[src/rtl/alu16_req_scheduler_pkg.sv]
// Shared types and 74181 encodings for the request scheduler.
// State enum for the sequencing FSM plus select/mode/carry constants.
package alu16_req_scheduler_pkg;

    typedef enum logic [1:0] {
        IDLE = 2'd0,
        LO   = 2'd1,
        HI   = 2'd2,
        RSP  = 2'd3
    } state_t;

    localparam logic [3:0] SEL_ADD    = 4'b1001;
    localparam logic [3:0] SEL_XOR    = 4'b0110;
    localparam logic       MODE_LOGIC = 1'b1;
    localparam logic       MODE_ARITH = 1'b0;
    // Raw 74181 Cn polarity: high means no carry into the slice.
    localparam logic       CIN_NONE   = 1'b1;

endpackage

[src/rtl/alu16_req_scheduler_rr.sv]
// Round-robin arbiter: grants the first requester above ptr, wrapping.
// Latency: combinational. Backpressure: grant is forced to zero when en is low.
// Pointer ownership stays with the caller; this block only searches.
module rr_arbiter #(
    parameter int NREQ = 2,
    parameter int IDW  = 1
) (
    input  logic [NREQ-1:0] req,
    input  logic [IDW-1:0]  ptr,
    input  logic            en,
    output logic [NREQ-1:0] grant,
    output logic [IDW-1:0]  idx
);

    logic [IDW-1:0] cand;
    logic           found;

    always_comb begin
        grant = '0;
        idx   = '0;
        found = 1'b0;
        cand  = '0;
        for (int i = 1; i <= NREQ; i++) begin
            cand = IDW'((int'(ptr) + i) % NREQ);
            if (en && !found && req[cand]) begin
                grant[cand] = 1'b1;
                idx         = cand;
                found       = 1'b1;
            end
        end
    end

endmodule

[src/rtl/alu16_req_scheduler.sv]
// Shares one 16-bit 74181/74182 ALU between NREQ requesters, round-robin.
// Latency: accept at T -> rsp_valid at T+2 (16-bit) or T+3 (32-bit, two passes).
// Backpressure: one op in flight; req_ready only in IDLE, response held until rsp_ready.
module alu16_req_scheduler
    import alu16_req_scheduler_pkg::*;
#(
    parameter int NREQ = 2,
    parameter int IDW  = (NREQ > 1) ? $clog2(NREQ) : 1
) (
    input  logic              clk,
    input  logic              rst_n,
    input  logic [NREQ-1:0]   req_valid,
    output logic [NREQ-1:0]   req_ready,
    input  logic [NREQ*32-1:0] req_a,
    input  logic [NREQ*32-1:0] req_b,
    input  logic [NREQ*4-1:0] req_sel,
    input  logic [NREQ-1:0]   req_mode,
    input  logic [NREQ-1:0]   req_cin,
    input  logic [NREQ-1:0]   req_wide,
    output logic              rsp_valid,
    input  logic              rsp_ready,
    output logic [IDW-1:0]    rsp_id,
    output logic [31:0]       rsp_result,
    output logic              rsp_cout,
    output logic [15:0]       alu_a,
    output logic [15:0]       alu_b,
    output logic [3:0]        alu_sel,
    output logic              alu_mode,
    output logic              alu_cin,
    input  logic [15:0]       alu_result,
    input  logic              alu_cout
);

    state_t          state, state_nxt;
    logic [IDW-1:0]  ptr, arb_idx, lat_id;
    logic [NREQ-1:0] arb_grant;
    logic            accept;
    logic [31:0]     lat_a, lat_b, res;
    logic [3:0]      lat_sel;
    logic            lat_mode, lat_cin, lat_wide, carry_reg, cout_reg;

    rr_arbiter #(.NREQ(NREQ), .IDW(IDW)) u_arb (
        .req   (req_valid),
        .ptr   (ptr),
        .en    (state == IDLE),
        .grant (arb_grant),
        .idx   (arb_idx)
    );

    assign accept     = |arb_grant;
    assign req_ready  = arb_grant;
    assign rsp_valid  = (state == RSP);
    assign rsp_id     = lat_id;
    assign rsp_result = res;
    assign rsp_cout   = cout_reg;

    always_comb begin
        state_nxt = state;
        alu_a     = '0;
        alu_b     = '0;
        alu_sel   = '0;
        alu_mode  = 1'b0;
        alu_cin   = 1'b0;
        case (state)
            IDLE: if (accept) state_nxt = LO;
            LO: begin
                state_nxt = lat_wide ? HI : RSP;
                alu_a     = lat_a[15:0];
                alu_b     = lat_b[15:0];
                alu_sel   = lat_sel;
                alu_mode  = lat_mode;
                alu_cin   = lat_cin;
            end
            HI: begin
                // Raw active-low Cn+4 of the low pass feeds the active-low Cn directly.
                state_nxt = RSP;
                alu_a     = lat_a[31:16];
                alu_b     = lat_b[31:16];
                alu_sel   = lat_sel;
                alu_mode  = lat_mode;
                alu_cin   = carry_reg;
            end
            RSP: if (rsp_ready) state_nxt = IDLE;
            default: state_nxt = IDLE;
        endcase
    end

    always_ff @(posedge clk or negedge rst_n) begin
        if (!rst_n) begin
            state     <= IDLE;
            ptr       <= IDW'(NREQ - 1);
            lat_id    <= '0;
            lat_a     <= '0;
            lat_b     <= '0;
            lat_sel   <= '0;
            lat_mode  <= 1'b0;
            lat_cin   <= 1'b0;
            lat_wide  <= 1'b0;
            res       <= '0;
            carry_reg <= 1'b0;
            cout_reg  <= 1'b0;
        end else begin
            state <= state_nxt;
            case (state)
                IDLE: if (accept) begin
                    ptr      <= arb_idx;
                    lat_id   <= arb_idx;
                    lat_a    <= req_a[32*arb_idx +: 32];
                    lat_b    <= req_b[32*arb_idx +: 32];
                    lat_sel  <= req_sel[4*arb_idx +: 4];
                    lat_mode <= req_mode[arb_idx];
                    lat_cin  <= req_cin[arb_idx];
                    lat_wide <= req_wide[arb_idx];
                end
                LO: begin
                    res       <= {16'h0000, alu_result};
                    carry_reg <= alu_cout;
                    cout_reg  <= alu_cout;
                end
                HI: begin
                    res[31:16] <= alu_result;
                    cout_reg   <= alu_cout;
                end
                default: ;
            endcase
        end
    end

endmodule

[config.mk]
export PLATFORM = sky130hd
export DESIGN_NAME = alu16_req_scheduler
export DESIGN_NICKNAME = d
export VERILOG_FILES = /design/src/rtl/alu16_req_scheduler_pkg.sv /design/src/rtl/alu16_req_scheduler_rr.sv /design/src/rtl/alu16_req_scheduler.sv
export SDC_FILE = /design/constraint.sdc
export NUM_CORES = 1
export LEC_CHECK = 0
export BUFFER_PORTS_ARGS = -buffer_cell sky130_fd_sc_hd__buf_2
export CORE_MARGIN = 5
export CORE_UTILIZATION = 43
export DETAILED_ROUTE_END_ITERATION = 8
export PLACE_DENSITY = 0.81
export RECOVER_POWER = 100
export SETUP_SLACK_MARGIN = 0.5
export SYNTH_ARGS = -nofsm -noshare
export SYNTH_HDL_FRONTEND = slang
export SYNTH_SLANG_ARGS = --single-unit
[constraint.sdc]
create_clock -name clk -period 1.6 [get_ports clk]
set_input_delay 0.24 -clock clk [delete_from_list [all_inputs] [get_ports clk]]
set_output_delay 0.24 -clock clk [all_outputs]
set_load 0.01 [all_outputs]
* Word-level counts from Yosys, hierarchy flattened *
Index checks and enable logic that the tools add are counted.

storage, ports and cells
  flip-flop bits (word level) = 109
  input bits = 164
  output and inout port bits = 75
  word-level logic and storage cells = 70

operators by class
  add/subtract/negate cells = 2
  magnitude comparators = 5
  equality and inequality tests = 5
  shifts and indexed selects = 3
  muxes and demuxes = 29
  bitwise logic cells = 1
  reductions and logical operators = 12

operators with widths
  kind                                                 count
  variable part select 64 x 7 -> 32 bit                2
  one-hot mux 16 bit (2 select lines)                  3
  two-way mux 1 bit                                    17
  two-way mux 2 bit                                    4
  one-hot mux 2 bit (4 select lines)                   1
  variable part select 8 x 4 -> 4 bit                  1
  < comparator 1 x 2 -> 1 bit (second input constant)  3
  logical AND 1 bit                                    5
  == test 2 bit (second input constant)                2
  two-way mux 4 bit                                    1
  AND reduction 2 bit                                  2
  OR reduction 2 bit                                   2
  adder 1 bit (second input constant)                  2
  demux 1 bit (select 1 bit)                           2
  == test 2 x 1 -> 1 bit (second input constant)       1
  >= comparator 1 bit (second input constant)          2
  logical NOT 2 bit                                    1
  != test 2 x 1 -> 1 bit (second input constant)       1
  != test 2 bit (second input constant)                1
  OR 2 bit                                             1
  one-hot mux 1 bit (2 select lines)                   1
  nonzero test 2 bit                                   1
  logical NOT 1 bit                                    1

* Longest topological paths before layout *
Gate-level depths: netlist (run 1).

  word-level depth = 12
  depth in mapped cells = 8
  gate-level depth less buffers = 5

* Hierarchy *
Synthesis (run 1) repeated with hierarchy kept, for this count alone.

unflattened totals
  cells, all modules = 493
  area, all modules = 5250.0 um^2

by module, submodules not included
  module               instances  cells an instance  area each (um^2)  seq. area each (um^2)
  alu16_req_scheduler  1          487                5223.8            2728.9
  rr_arbiter           1          6                  26.3              0.0

* Least setup slack after synthesis (run 1) *
OpenSTA, ideal clock, no wires.

  path kind = reg-to-output
  start = reg state[0]
  end = out alu_a[0]
  arrival = 1489 ps
  required time = 1360 ps
  path slack = -129 ps
  cell stages (with the launch flop) = 7
  buffers on the path = 2
  cell sequence = dfrtp_1 -> inv_1 -> ha_1 -> and2_1 -> buf_2 -> buf_6 -> a22o_1

between the ends
  longest elaborated chain between the ends = 2
  elaborated cells between the ends (all ways) = 3
  classes of those cells = 2 x eq/ne; 1 x mux

ends and longest elaborated chain
  element                                                  RTL line                    RTL
  start: declaration                                       alu16_req_scheduler.sv:34   state_t state, state_nxt;
  start signal: assignment                                 alu16_req_scheduler.sv:103  state <= state_nxt;
  == test 2 bit or == test 2 x 1 -> 1 bit (tied branches)  alu16_req_scheduler.sv:64   case (state)
  one-hot mux 16 bit (2 select lines) *                    alu16_req_scheduler.sv:64
  end: declaration                                         alu16_req_scheduler.sv:25   output logic [15:0] alu_a,

Every way passes the cells marked *; elsewhere a longest branch is shown, timed or not.

* Worst setup path after layout (run 1) *
  start = reg state[1]
  end = out alu_b[12]

between the ends
  longest elaborated chain between the ends = 2
  elaborated cells between the ends (all ways) = 3
  classes of those cells = 2 x eq/ne; 1 x mux

ends and longest elaborated chain
  element                                                  RTL line                   RTL
  == test 2 bit or == test 2 x 1 -> 1 bit (tied branches)  alu16_req_scheduler.sv:64
  one-hot mux 16 bit (2 select lines) *                    alu16_req_scheduler.sv:64
  end: declaration                                         alu16_req_scheduler.sv:26  output logic [15:0] alu_b,

Marked as above.

==> results.ini, run 1 <==
[run]
maxCapViolCount=0

[routing]
route.met2.wl_um=12900
num_vias=6586
wl_met1_um=8930
drc_errors=0
routed_wirelength_um=26400
drt_iter0_drc=569
dr.pass1.iters=8
top_layer_used=met4
via_per_inst=6.16
wl_per_cell_um=24.7
met3WireLength_um=2820
antenna_left=0

[placed_design]
dpl_cell_area_sq_um=6900
port_buffers=238
place_inst=962
dp_hpwl_um=12200
place_ws_ns=-0.111
gp_congestion=0.830

[timing]
hold_violations=0
slew_headroom=0.323
finalSetupViolCount=104
post-route-period-util=1.25
whs_ns=0.123
worst_pin_slew_ns=1.02
setup_slack_ns=-0.402
skew_ns=0.0119
max_freq_ghz=0.500
slew_viol_final=0
rsz0062_at_grt=yes
min_period_ns=2.00
setup_tns_ns=-16.78

[hold_path]
hold_end=rsp_result[27]$_DFFE_PN0P_
hp-class=primary input to flop
min_path_cells=3
hold_start=alu_result[11]

[global_routing]
grt_pass1_wl_um=36000
antenna_found_initial=0
track_usage=0.319
first_global_vias=6530
grt_overflow=0
grt_max_degree=110

[setup_path]
r2r-start=state[0]$_DFFE_PN0P_
end_kind=output pin
path_class=flop to output pin
r2r_end=lat_b[17]$_DFFE_PN0P_
required_ns=1.36
rrSetupSlack_ns=-0.16
cp-start-kind=flop
r2r_cells=10
worstPathArrival_ns=1.76
cp_max_fo=17

[logic_synthesis]
yosys_register_bits=109
synth_warnings=0
synth.area.mux_share=0.0394
syn_inst=589
synth-simple-area-share=0.144
netlist_area_sq_um=5430
yosysSeqAreaShare=0.503
synth_top_family_by_area=compound AO/OA/AOI/OAI gates
yosys.area_share.adder=0.0115
synth_xor_area_frac=0
syn_nets=758
synth.distinct_cells=23
synth-compound-area-share=0.224
avgSynthCellArea_sq_um=9.22

[clock_network]
htree_levels=3
clk_pin_slew_ns=0.07
cts_num_sinks=109
cts_tree=yes
clockBufferDepth=2
clkLatencyLatePin_ns=0.36
numCtsBuffers=9
cts-root-buf=clkbuf_16

[pwr]
power.leakage_uw=0.00411
p_per_area_nw_per_um2=2120
peakVddDrop_mv=1.20

[final_layout]
final_cell_mix=200 x buf_2, 108 x dfrtp_1, 61 x o21ai_1, 59 x nor2_1, 53 x a31oi_1
fin_cells=1069
diodes=0
fin_area_sq_um=9620
drive_gt1_frac=0.528
mostFrequentLayoutCell=buf_2
seq_area_sq_um=2730
fill_cells=780
finalNetCount=1061
multiInputGateArea_sq_um=3250
area_delta_synth_final_pct=77.1

[floorplanning]
die_y_um=122
rows=41
io-pin-count=239
initial_core_util=0.434
dieArea_sq_um=15000
dieWidth_um=122
design.core.area_sq_um=12500

[status]
outcome=complete, but fails checks
violations=setup timing

==> stage by stage <==
step | utilization | power [uW]
global placement | 0.551 | 12300
finish | 0.768 | 20400
floorplan | - | 10200
detailed placement | 0.551 | 12500
CTS | 0.717 | 18700
global route | 0.768 | 21300
==> area by class of cell <==
type	instances	share of cell area
clock inverter	5	0.00872
sequential	109	0.284
multi-input combinational	400	0.338
inverter	20	0.00781
tap	172	0.0224
timing repair buffer	352	0.314
clock buffer	11	0.0252
==> per-layer routing <==
metal / vias up / global-route usage
li1: 2734 / -
met1: 3174 / 0.363
met2: 530 / 0.542
met3: 148 / 0.0825
met4: 0 / 0.181
met5: - / 0
==> where the power goes <==
group,switching [uW],internal (uW)
combinational,6260,6510
sequential,1010,4140
clock,1080,1420
total,8360,12100
==> worst max-delay path, stage by stage, from the launching register on <==
cell and delay [ns]:
dfrtp_1 0.39, inv_2 0.09, buf_6 0.11, ha_4 0.14, and2_4 0.31, a22o_1 0.22, buf_2 0.15
==> logic make-up after synthesis <==
logic type,count (synthesis)
fa+ha+maj,5
simple gates,177
compound gates,198
buf+inv,81
flops,109
mux,19
==> Yosys cell counts <==
cell type  instances  area share
inv_1             20       0.014
a22oi_1            1      0.0014
clkbuf_1          15       0.010
a21oi_1            2      0.0018
o21ai_0           88       0.081
dfrtp_1          108        0.50
nand2_1           20       0.014
a211o_1            1      0.0016
mux2_2            19       0.039
buf_4             12       0.017
a31oi_1           71       0.082
ha_1               5       0.012
nor2_1            74       0.051
buf_2             28       0.026
nor2b_1            2      0.0023
o22ai_1            1      0.0012
nor3_1             1     0.00092
nand3_1           71       0.065
buf_6              6       0.012
and2_1             9       0.010
dfstp_2            1      0.0048
a22o_1            33       0.053
o21a_1             1      0.0014
==> how the worst max path moves through the flow <==
| stage | start | end | slack [ns] | cells past startpoint |
|---|---|---|---|---|
| after floorplan | state[0]$_DFFE_PN0P_ | alu_a[0] | -0.007 | 6 |
| after global placement | state[1]$_DFFE_PN0P_ | alu_b[12] | -0.05 | 6 |
| after detailed placement | state[1]$_DFFE_PN0P_ | alu_b[2] | -0.11 | 6 |
| after CTS | state[1]$_DFFE_PN0P_ | alu_a[12] | -0.39 | 6 |
| after global routing | state[0]$_DFFE_PN0P_ | alu_b[15] | -0.48 | 5 |
| final | state[1]$_DFFE_PN0P_ | alu_b[12] | -0.40 | 6 |
==> what timing repair did <==
action	CTS	global route
pin swaps	85	67
cloned	30	0
endpoints found under the setup margin	184	184
hold buffers	1	0
gates resized for setup	150	102
setup buffers	34	26
hold endpoints to repair	76	0
Power figures use the tool's default switching activity.
==> run 2: changes to the inputs <==
--- a/config.mk
+++ b/config.mk
@@ -11,7 +11,7 @@
 export DETAILED_ROUTE_END_ITERATION = 8
 export PLACE_DENSITY = 0.81
 export RECOVER_POWER = 100
-export SETUP_SLACK_MARGIN = 0.5
 export SYNTH_ARGS = -nofsm -noshare
 export SYNTH_HDL_FRONTEND = slang
+export SYNTH_HIERARCHICAL = 1
 export SYNTH_SLANG_ARGS = --single-unit
==> results.ini, run 2 <==
[status]
outcome=complete, but fails checks
violations=setup timing

[floorplanning]
initial_core_util=0.437  ; +0.00326
dieArea_sq_um=14500  ; -3.0%
design.core.area_sq_um=12000  ; -4.0%
dieWidth_um=120  ; -1.5%
io-pin-count=239  ; unchanged
rows=40  ; -2.4%
die_y_um=120  ; -1.5%

[timing]
skew_ns=0.00405  ; -0.00783 ns
slew_viol_final=0  ; unchanged
post-route-period-util=1.26  ; +0.00837
worst_pin_slew_ns=0.637  ; -0.378 ns
hold_violations=0  ; unchanged
setup_tns_ns=-27.77  ; -10.99 ns
min_period_ns=2.02  ; +0.0134 ns
finalSetupViolCount=115  ; +11%
setup_slack_ns=-0.415  ; -0.0134 ns
max_freq_ghz=0.496  ; -0.66%
rsz0062_at_grt=yes
slew_headroom=0.575  ; +0.252

[setup_path]
cp-start-kind=flop
worstPathArrival_ns=1.78  ; +0.02 ns
end_kind=output pin
cp_max_fo=20  ; +3
cp_cell_sequence=inv_2, ha_4, and2_4, buf_12, a22o_1, buf_2
worst_path_max_delay_cell=dfrtp_1
path_class=flop to output pin
r2r_cells=11  ; +1
required_ns=1.36  ; about the same
max_stage_delay_ns=0.41  ; +0.02 ns

[global_routing]
first_global_vias=5355  ; -18%
grt_max_degree=32  ; -71%
track_usage=0.245  ; -0.0733
grt_pass1_wl_um=27600  ; -23%
grt_overflow=0  ; unchanged
antenna_found_initial=0  ; unchanged

[logic_synthesis]
yosysSeqAreaShare=0.520  ; +0.0172
synth.most_common_cell=dfrtp_1
synthArstFlopShare=1.00  ; unchanged
synth.distinct_cells=23  ; unchanged
synth_top_flop_cell=dfrtp_1
synth_area_leaders=dfrtp_1 51%, mux2i_1 14%, o21ai_0 6.9%
synth_warnings=6  ; +6
syn_nets=662  ; -13%
synth-edff-count=0  ; unchanged
avgSynthCellArea_sq_um=10.6  ; +16%
synth_common_cells=108 x dfrtp_1, 93 x nand2_1, 72 x o21ai_0, 71 x mux2i_1, 33 x a22o_1
yosys_register_bits=109  ; unchanged
yosys.area.top_type=dfrtp_1
syn_inst=493  ; -16%
netlist.area_leader.share=0.515  ; +0.0171
netlist_area_sq_um=5250  ; -3.3%

[pwr]
internal-power_uw=10200  ; -16%
peakVddDrop_mv=0.923  ; -23%
power.leakage_uw=0.00419  ; +2.1%
p_comb_frac=0.529  ; -0.096
switching_share=0.379  ; -0.0303
p_clk_frac=0.157  ; +0.035
p_per_area_nw_per_um2=1810  ; -15%
p_seq_frac=0.314  ; +0.062
switchingPower_uw=6200  ; -26%

[clock_network]
clk_pin_slew_ns=0.07  ; about the same
cts_num_sinks=109  ; unchanged
cts_tree=yes
clockBufferDepth=2  ; unchanged
cts-root-buf=clkbuf_16
htree_levels=3  ; unchanged
clkLatencyLatePin_ns=0.34  ; -0.02 ns
numCtsBuffers=9  ; unchanged

[routing]
dr.pass1.iters=5  ; -3
antenna_left=0  ; unchanged
wl_per_cell_um=20.6  ; -17%
num_vias=5109  ; -22%
via_per_inst=5.42  ; -12%
routed_wirelength_um=19400  ; -26%
drc_errors=0  ; unchanged
drt_iter0_drc=229  ; -60%

[final_layout]
fin_cells=942  ; -12%
drive_gt1_frac=0.610  ; +0.0816
area_delta_synth_final_pct=72.1
mostFrequentLayoutCell=buf_2
diodes=0  ; unchanged
finalNetCount=959  ; -9.6%
final_cell_mix=194 x buf_2, 108 x dfrtp_1, 48 x nand2_4, 47 x o21ai_2, 46 x mux2i_1

[placed_design]
port_buffers=238  ; unchanged
gp_congestion=0.819  ; -1.4%
dp_hpwl_um=11200  ; -8.4%
place_inst=881  ; -8.4%

[hold_path]
hp-class=primary input to flop
min_path_cells=3  ; unchanged

[run]
maxCapViolCount=0  ; unchanged

## run 2: metal layers
metal,share of wire,vias to the layer above,GRT usage
li1,-,2321,-
met1,0.39,2524,0.296
met2,0.52,220,0.426
met3,0.060,44,0.0440
met4,0.029,0,0.113
met5,0,-,0
## run 2: kinds of logic after synthesis
| logic type | after synthesis | share of synthesized area |
|---|---|---|
| AOI/OAI and AO/OA | 129 | 0.151 |
| adders and majority gates | 5 | 0.0119 |
| buffers and inverters | 57 | 0.0639 |
| DFF | 109 | 0.520 |
| muxes | 90 | 0.176 |
| and+or+nand+nor | 103 | 0.0775 |
## run 2: cell type report
class,instances,area (sq um)
well taps,147,184
clock inverters,4,95.1
clock buffers,12,246
fillers,794,2980
repair buffers,323,2550
inverters,20,75.1
multi-input cells,327,3150
flip-flops and latches,109,2730
## run 2: metrics by stage
stage / total power (uW) / area, sq um / util / setup slack [ns] / hold slack (ns)
2_1_floorplan: 8310 / 5320 / - / -0.0602 / -0.0556
3_3_place_gp: 10500 / 6850 / 0.570 / -0.0869 / 0.181
3_5_place_dp: 10700 / 6850 / 0.570 / -0.147 / 0.179
4_1_cts: 14900 / 8380 / 0.698 / -0.403 / 0.103
5_1_grt: 17300 / 9030 / 0.752 / -0.472 / 0.125
6_report: 16400 / 9030 / 0.752 / -0.415 / 0.117
## run 2: power groups by stage
stage,Sequential [uW],Combinational [uW],Clock (uW)
5_1_grt,5310,9280,2710
2_1_floorplan,4870,3440,0
3_3_place_gp,4780,5730,0
6_report,5140,8670,2570
3_5_place_dp,4810,5900,0
4_1_cts,4810,7510,2600
## run 2: worst max-delay path: cells and delay by family (launching register included)
| family | cells | cell delay, ns |
|---|---|---|
| AO/OA/AOI/OAI | 1 | 0.22 |
| adder cells (fa/ha/maj) | 1 | 0.21 |
| buffers and inverters | 3 | 0.39 |
| AND/OR/NAND/NOR | 1 | 0.18 |
| flip-flops | 1 | 0.41 |
## run 2: what timing repair did
action,4_1_cts,5_1_grt
endpoints found under the setup margin,116,116
pin swaps,21,83
hold buffers,1,0
gates resized for setup,172,186
gates cloned,18,4
setup buffers,29,6
hold endpoints to repair,21,0
## run 2: worst paths after layout
check	slack [ns]	end	from
max	-0.42	alu_a[14]	state[0]$_DFFE_PN0P_
min	0.12	rsp_result[28]$_DFFE_PN0P_	alu_result[12]
max reg2reg	-0.24	lat_b[19]$_DFFE_PN0P_	state[0]$_DFFE_PN0P_
min reg2reg	0.49	lat_b[11]$_DFFE_PN0P_	lat_b[11]$_DFFE_PN0P_
max in group asynchronous	0.21	lat_a[10]$_DFFE_PN0P_	rst_n
min in group asynchronous	0.45	lat_mode$_DFFE_PN0P_	rst_n
